===== config.mk =====
export PLATFORM = sky130hd
export DESIGN_NAME = sram_port_arbiter
export DESIGN_NICKNAME = d
export VERILOG_FILES = /design/src/rtl/sram_port_arbiter.sv
export SDC_FILE = /design/constraint.sdc
export NUM_CORES = 1
export LEC_CHECK = 0
export CORE_ASPECT_RATIO = 1.75
export CORE_MARGIN = 8
export CORE_UTILIZATION = 33
export DETAILED_ROUTE_END_ITERATION = 12
export PLACE_DENSITY = 0.71
export SKIP_LAST_GASP = 1
export SYNTH_ARGS = -nofsm -noshare
export SYNTH_HDL_FRONTEND = slang
export SYNTH_SLANG_ARGS = --single-unit

===== constraint.sdc =====
create_clock -name clk -period 3.2 [get_ports clk]
set_input_delay 0.32 -clock clk [delete_from_list [all_inputs] [get_ports clk]]
set_output_delay 0.32 -clock clk [all_outputs]
set_load 0.02 [all_outputs]

===== src/rtl/sram_port_arbiter.sv =====
// Round-robin arbiter and strobe timing controller sharing one asynchronous SRAM bank
// between N_MASTERS request/ok masters, with sub-word lanes and programmable wait states.
module sram_port_arbiter #(
    parameter int N_MASTERS   = 2,
    parameter int ADDR_W      = 20,
    parameter int WAIT_STATES = 0
) (
    input  logic                    clk,
    input  logic                    rst,
    input  logic [N_MASTERS-1:0]    m_req,
    input  logic [N_MASTERS-1:0]    m_we,
    input  logic [32*N_MASTERS-1:0] m_addr,
    input  logic [2*N_MASTERS-1:0]  m_size,
    input  logic [N_MASTERS-1:0]    m_unsigned,
    input  logic [32*N_MASTERS-1:0] m_wdata,
    output logic [31:0]             m_rdata,
    output logic [N_MASTERS-1:0]    m_ok,
    output logic [N_MASTERS-1:0]    m_err,
    output logic [ADDR_W-1:0]       ram_addr,
    output logic [31:0]             ram_wdata,
    input  logic [31:0]             ram_rdata,
    output logic                    ram_data_oe,
    output logic [3:0]              ram_be_n,
    output logic                    ram_ce_n,
    output logic                    ram_oe_n,
    output logic                    ram_we_n
);
    localparam int IDX_W = (N_MASTERS > 1) ? $clog2(N_MASTERS) : 1;

    typedef enum logic [2:0] {S_IDLE, S_SETUP, S_STROBE, S_DONE, S_ERR} state_t;

    state_t                 state;
    logic [IDX_W-1:0]       rr;
    logic [N_MASTERS-1:0]   gnt_oh;
    logic [3:0]             wait_cnt;
    logic                   we_q;
    logic                   uns_q;
    logic [1:0]             size_q;
    logic [1:0]             lane_q;

    logic                   found;
    logic [IDX_W-1:0]       pick;
    logic [N_MASTERS-1:0]   pick_oh;
    logic                   sel_we;
    logic                   sel_uns;
    logic [1:0]             sel_size;
    logic [31:0]            sel_addr;
    logic [31:0]            sel_wdata;
    logic                   sel_bad;
    int unsigned            pos;
    logic                   unused_addr_bits;

    assign unused_addr_bits = ^sel_addr[31:ADDR_W+2];

    // Offsets are scanned outermost so the first hit is the nearest master after rr.
    always_comb begin
        found     = 1'b0;
        pick      = '0;
        pick_oh   = '0;
        sel_we    = 1'b0;
        sel_uns   = 1'b0;
        sel_size  = '0;
        sel_addr  = '0;
        sel_wdata = '0;
        pos       = 0;
        for (int unsigned i = 0; i < N_MASTERS; i++) begin
            pos = (32'(rr) + 1 + i) % N_MASTERS;
            for (int unsigned j = 0; j < N_MASTERS; j++) begin
                if (!found && pos == j && m_req[j]) begin
                    found      = 1'b1;
                    pick       = IDX_W'(j);
                    pick_oh[j] = 1'b1;
                    sel_we     = m_we[j];
                    sel_uns    = m_unsigned[j];
                    sel_size   = m_size[2*j +: 2];
                    sel_addr   = m_addr[32*j +: 32];
                    sel_wdata  = m_wdata[32*j +: 32];
                end
            end
        end
        sel_bad = (sel_size == 2'b11) ||
                  (sel_size == 2'b01 && sel_addr[0]) ||
                  (sel_size == 2'b10 && sel_addr[1:0] != 2'b00);
    end

    function automatic logic [3:0] lane_be_n(input logic [1:0] size, input logic [1:0] lane);
        logic [3:0] be;
        case (size)
            2'b00: begin
                case (lane)
                    2'd0:    be = 4'b1110;
                    2'd1:    be = 4'b1101;
                    2'd2:    be = 4'b1011;
                    default: be = 4'b0111;
                endcase
            end
            2'b01:   be = lane[1] ? 4'b0011 : 4'b1100;
            default: be = 4'b0000;
        endcase
        return be;
    endfunction

    function automatic logic [31:0] lane_rep(input logic [1:0] size, input logic [31:0] d);
        logic [31:0] r;
        case (size)
            2'b00:   r = {4{d[7:0]}};
            2'b01:   r = {2{d[15:0]}};
            default: r = d;
        endcase
        return r;
    endfunction

    function automatic logic [31:0] lane_extract(input logic [31:0] d, input logic [1:0] lane,
                                                 input logic [1:0] size, input logic uns);
        logic [7:0]  b;
        logic [15:0] h;
        logic [31:0] r;
        case (lane)
            2'd0:    b = d[7:0];
            2'd1:    b = d[15:8];
            2'd2:    b = d[23:16];
            default: b = d[31:24];
        endcase
        h = lane[1] ? d[31:16] : d[15:0];
        case (size)
            2'b00:   r = {{24{b[7] & ~uns}}, b};
            2'b01:   r = {{16{h[15] & ~uns}}, h};
            default: r = d;
        endcase
        return r;
    endfunction

    always_ff @(posedge clk or negedge rst) begin
        if (!rst) begin
            state       <= S_IDLE;
            rr          <= IDX_W'(N_MASTERS - 1);
            gnt_oh      <= '0;
            wait_cnt    <= '0;
            we_q        <= 1'b0;
            uns_q       <= 1'b0;
            size_q      <= '0;
            lane_q      <= '0;
            m_rdata     <= '0;
            m_ok        <= '0;
            m_err       <= '0;
            ram_addr    <= '0;
            ram_wdata   <= '0;
            ram_data_oe <= 1'b0;
            ram_be_n    <= '1;
            ram_ce_n    <= 1'b1;
            ram_oe_n    <= 1'b1;
            ram_we_n    <= 1'b1;
        end else begin
            m_ok  <= '0;
            m_err <= '0;
            case (state)
                S_IDLE: begin
                    if (found) begin
                        rr     <= pick;
                        gnt_oh <= pick_oh;
                        we_q   <= sel_we;
                        uns_q  <= sel_uns;
                        size_q <= sel_size;
                        lane_q <= sel_addr[1:0];
                        if (sel_bad) begin
                            state <= S_ERR;
                            m_ok  <= pick_oh;
                            m_err <= pick_oh;
                        end else begin
                            state       <= S_SETUP;
                            ram_ce_n    <= 1'b0;
                            ram_addr    <= sel_addr[ADDR_W+1:2];
                            ram_be_n    <= lane_be_n(sel_size, sel_addr[1:0]);
                            ram_oe_n    <= sel_we;
                            ram_data_oe <= sel_we;
                            if (sel_we)
                                ram_wdata <= lane_rep(sel_size, sel_wdata);
                        end
                    end
                end
                S_SETUP: begin
                    state    <= S_STROBE;
                    wait_cnt <= 4'(WAIT_STATES);
                    if (we_q)
                        ram_we_n <= 1'b0;
                end
                S_STROBE: begin
                    if (wait_cnt == '0) begin
                        state    <= S_DONE;
                        ram_we_n <= 1'b1;
                        m_ok     <= gnt_oh;
                        if (!we_q)
                            m_rdata <= lane_extract(ram_rdata, lane_q, size_q, uns_q);
                    end else begin
                        wait_cnt <= wait_cnt - 4'd1;
                    end
                end
                S_DONE: begin
                    state       <= S_IDLE;
                    ram_ce_n    <= 1'b1;
                    ram_oe_n    <= 1'b1;
                    ram_we_n    <= 1'b1;
                    ram_data_oe <= 1'b0;
                    ram_be_n    <= '1;
                end
                S_ERR: begin
                    state <= S_IDLE;
                end
                default: begin
                    state <= S_IDLE;
                end
            endcase
        end
    end
endmodule

==> flow_summary_export.csv <==
group,metric,value,unit
cells_and_area,final_nets,969,
cells_and_area,antenna_cells,0,
floorplanning,start_util,33.5,%
cells_and_area,drive_gt1_share,13.5,%
setup_path,path_common_cell,"buf_4",
clock_network,cts_tree,"done",
sta,tns,0,ps
global_routing,grt_pass1_wl,31500,um
sta,worst_slew_pin_slew,713,ps
floorplanning,die_h,192,um
sta,finalClockSkew,15.6,ps
setup_path,cp_data_required_time,3420,ps
setup_path,arrival,2810,ps
yosys,yosys-top-cells-area,"dfrtp_1 (45%), mux2_4 (7.5%), mux2_2 (4.6%)",
yosys,ys_ff_latch,112,
pwr,leakagePower,3.72,nW
pwr,p_comb_share,54.3,%
sta,max_freq,387,MHz
global_routing,grt_max_degree,88,
clock_network,cts_max_path_buffers,2,
pwr,total_power,8.22,mW
cells_and_area,final_cell_mix,"clkdlybuf4s50_1 (246), dfrtp_1 (104), nand2_1 (54), nor2_1 (45), o21ai_0 (41)",
cells_and_area,design_area,0.00891,mm2
setup_path,setup.worst_path.start_class,"primary input",
cells_and_area,fillers,1631,
floorplanning,dieArea,0.0223,mm2
sta,setup_viol,0,
global_routing,antenna_found_initial,0,
sta,grt_setup_unrepaired,"no",
pwr,p_clk_share,14.9,%
sta,timing.final.crit_share,80.7,%
global_routing,grt_pass1_vias,5659,
placement,dp.cells,1015,
placement,dpl.hpwl,16000,um
pwr,cellInternalPower,4.96,mW
global_routing,overflow,0,
flow_run,cap_viol_max_count,0,
pwr,swShare,39.6,%
sta,hold_viol_final,0,
route,drt_iter0_markers,285,
floorplanning,core_area,0.0174,mm2
yosys,async_flop_share,100,%
clock_network,clkLatencyLatePin,350,ps
yosys,yosys_warnings,0,
route,wl_per_cell,19.9,um
cells_and_area,final_cells,1031,
sta,drv_slew,0,
clock_network,cts_made_buffers,9,
cells_and_area,final_common_cell,"clkdlybuf4s50_1",
floorplanning,ioPinCount,268,
placement,dpl_cell_area,0.00858,mm2
placement,io_buffers,247,
route,drtPass1Iterations,4,
clock_network,root_buffer,"clkbuf_16",
setup_path,critical_path_class,"in -> reg",
yosys,syn_avg_cell_area,10.4,um2
clock_network,path_clk_slew,80,ps
pwr,vdd_drop_max,0.394,mV
sta,slew_headroom,52.4,%
yosys,netlist_instances,563,
sta,hold_ws,429,ps
clock_network,cts_sinks,112,
clock_network,htreeDepth,3,
setup_path,r2r_cells,7,
route,vias,5392,
route,post-route-drc-count,0,
pwr,power_density,922,mW/mm2
yosys,synth_top_area_cell,"dfrtp_1",
yosys,mappedNetlistNets,736,
setup_path,crit_cells,8,
hold_path,min_path_type,"in -> async",
setup_path,slowest_delay,550,ps
floorplanning,die_x,116,um
run_status,status,"complete, no violations",
pwr,switchingPower,3.25,mW
sta,min_period,2580,ps
yosys,yosys.cell_types.count,48,
yosys,syn_area,0.00583,mm2
setup_path,cp-end-kind,"register",
setup_path,crit_family,"buffers and inverters",
route,wl,20500,um
setup_path,cp_cell_sequence,"clkdlybuf4s50_1 -> nand2b_1 -> buf_4 -> and2_2 -> a22oi_1 -> a211o_2 -> buf_4 -> mux2_2",
yosys,ys.flop_type,"dfrtp_1",
yosys,yosysTopAreaCellShare,44.7,%
setup_path,cp_num_buf_inv,3,
yosys,yosysSeqAreaShare,48.3,%
setup_path,cpMaxStageDelayCell,"clkdlybuf4s50_1",
placement,gp_congestion,0.835,
route,ant_nets,0,
yosys,synth-edff-count,0,
route,routed_via_density,5.23,
pwr,p_seq_share,30.8,%
floorplanning,rows,64,
global_routing,globalRouteTotalUtil,18.4,%
setup_path,critPathMaxFanout,22,
cells_and_area,syn_to_final_growth,52.8,%
[state kept, by name (all words and copies together), names as in the netlist]
signal	cells
ram_be_n	4
lane_q	2
ram_oe_n	1
gnt_oh	2
state	3
rr	1
m_err	2
ram_ce_n	1
ram_we_n	1
uns_q	1
size_q	2
ram_wdata	32
ram_data_oe	1
we_q	1
m_ok	2
m_rdata	32
wait_cnt	4
ram_addr	20
[final timing paths]
kind,startpoint,to,slack (ps)
worst max-delay path,m_req[1],ram_wdata[2],620
worst min-delay path,rst,ram_addr[5],430
worst max register to register,rr,ram_wdata[2],630
worst min register to register,m_rdata[11],m_rdata[11],480
max in group asynchronous,rst,ram_be_n[0],1970
min in group clk,m_rdata[11],m_rdata[11],480
[layer usage]
metal  share of wire (%)  vias to the layer above  GRT usage, %
li1                    -                     2574             -
met1                  36                     2575          19.9
met2                  54                      207          32.8
met3                 6.7                       36          4.31
met4                 3.7                        0          8.63
met5                   0                        -             0
[layout make-up]
type | instances | area [um2] | share of cell area, %
multi-input combinational | 396 | 2790 | 31.3
inverter | 6 | 22.5 | 0.253
clock buffer | 9 | 225 | 2.53
clock inverter | 6 | 91.3 | 1.03
sequential | 112 | 2810 | 31.6
tap | 231 | 289 | 3.24
timing repair buffer | 271 | 2680 | 30.1
[Yosys cell counts, types with 4 or more instances]
cell      count
a22oi_1      17
dfstp_2       8
and2_1        4
nand2_1      54
nand2b_1      5
a22o_1       27
mux2_2       24
o22ai_1      16
buf_6         5
nor2_1       45
nor3_1       12
inv_1         6
a31oi_1       9
dfrtp_1     104
nor2b_1       4
o21ai_0      41
nand3_1      12
a221oi_1     25
clkbuf_1     40
a32o_1       11
mux2_4       29
a21oi_1      26
[timing repair]
| item | in CTS | in global routing |
|---|---|---|
| setup buffers | 0 | 0 |
| hold buffers | 1 | 0 |
| endpoints found under the setup margin | 0 | 0 |
| resized for setup | 0 | 0 |
| endpoints found under the hold margin | 25 | 0 |
[worst register-to-register path, delay by kind of cell, from the launching register on]
kind	cells	cell delay, ps
AO/OA/AOI/OAI	3	670
buffers and inverters	2	610
flip-flops	1	580
multiplexers	1	400
AND/OR/NAND/NOR	1	220
[cell families after synthesis]
logic type	Yosys count	synth area share, %
AOI/OAI and AO/OA	191	23.1
xor gates and xnor gates	3	0.451
adders and majority gates	1	0.215
buffers and inverters	55	4.25
DFF	112	48.3
muxes	54	12.5
and+or+nand+nor	147	11.2
[per-stage QoR]
step / setup slack, ps / utilization [%]
2_1_floorplan: 897 / -
3_3_place_gp: 315 / 49.4
3_5_place_dp: 270 / 49.4
4_1_cts: 591 / 51.3
5_1_grt: 473 / 51.3
6_report: 618 / 51.3
[power groups by stage]
stage | combinational, mW | sequential [mW] | clock (mW)
final | 4.46 | 2.53 | 1.22
after floorplan | 1.93 | 3.10 | 0
after CTS | 4.52 | 2.54 | 1.25
after global routing | 4.80 | 2.64 | 1.30
after detailed placement | 4.51 | 2.55 | 0
after global placement | 4.45 | 2.54 | 0
Note: power is estimated with default switching activity, not from simulation.
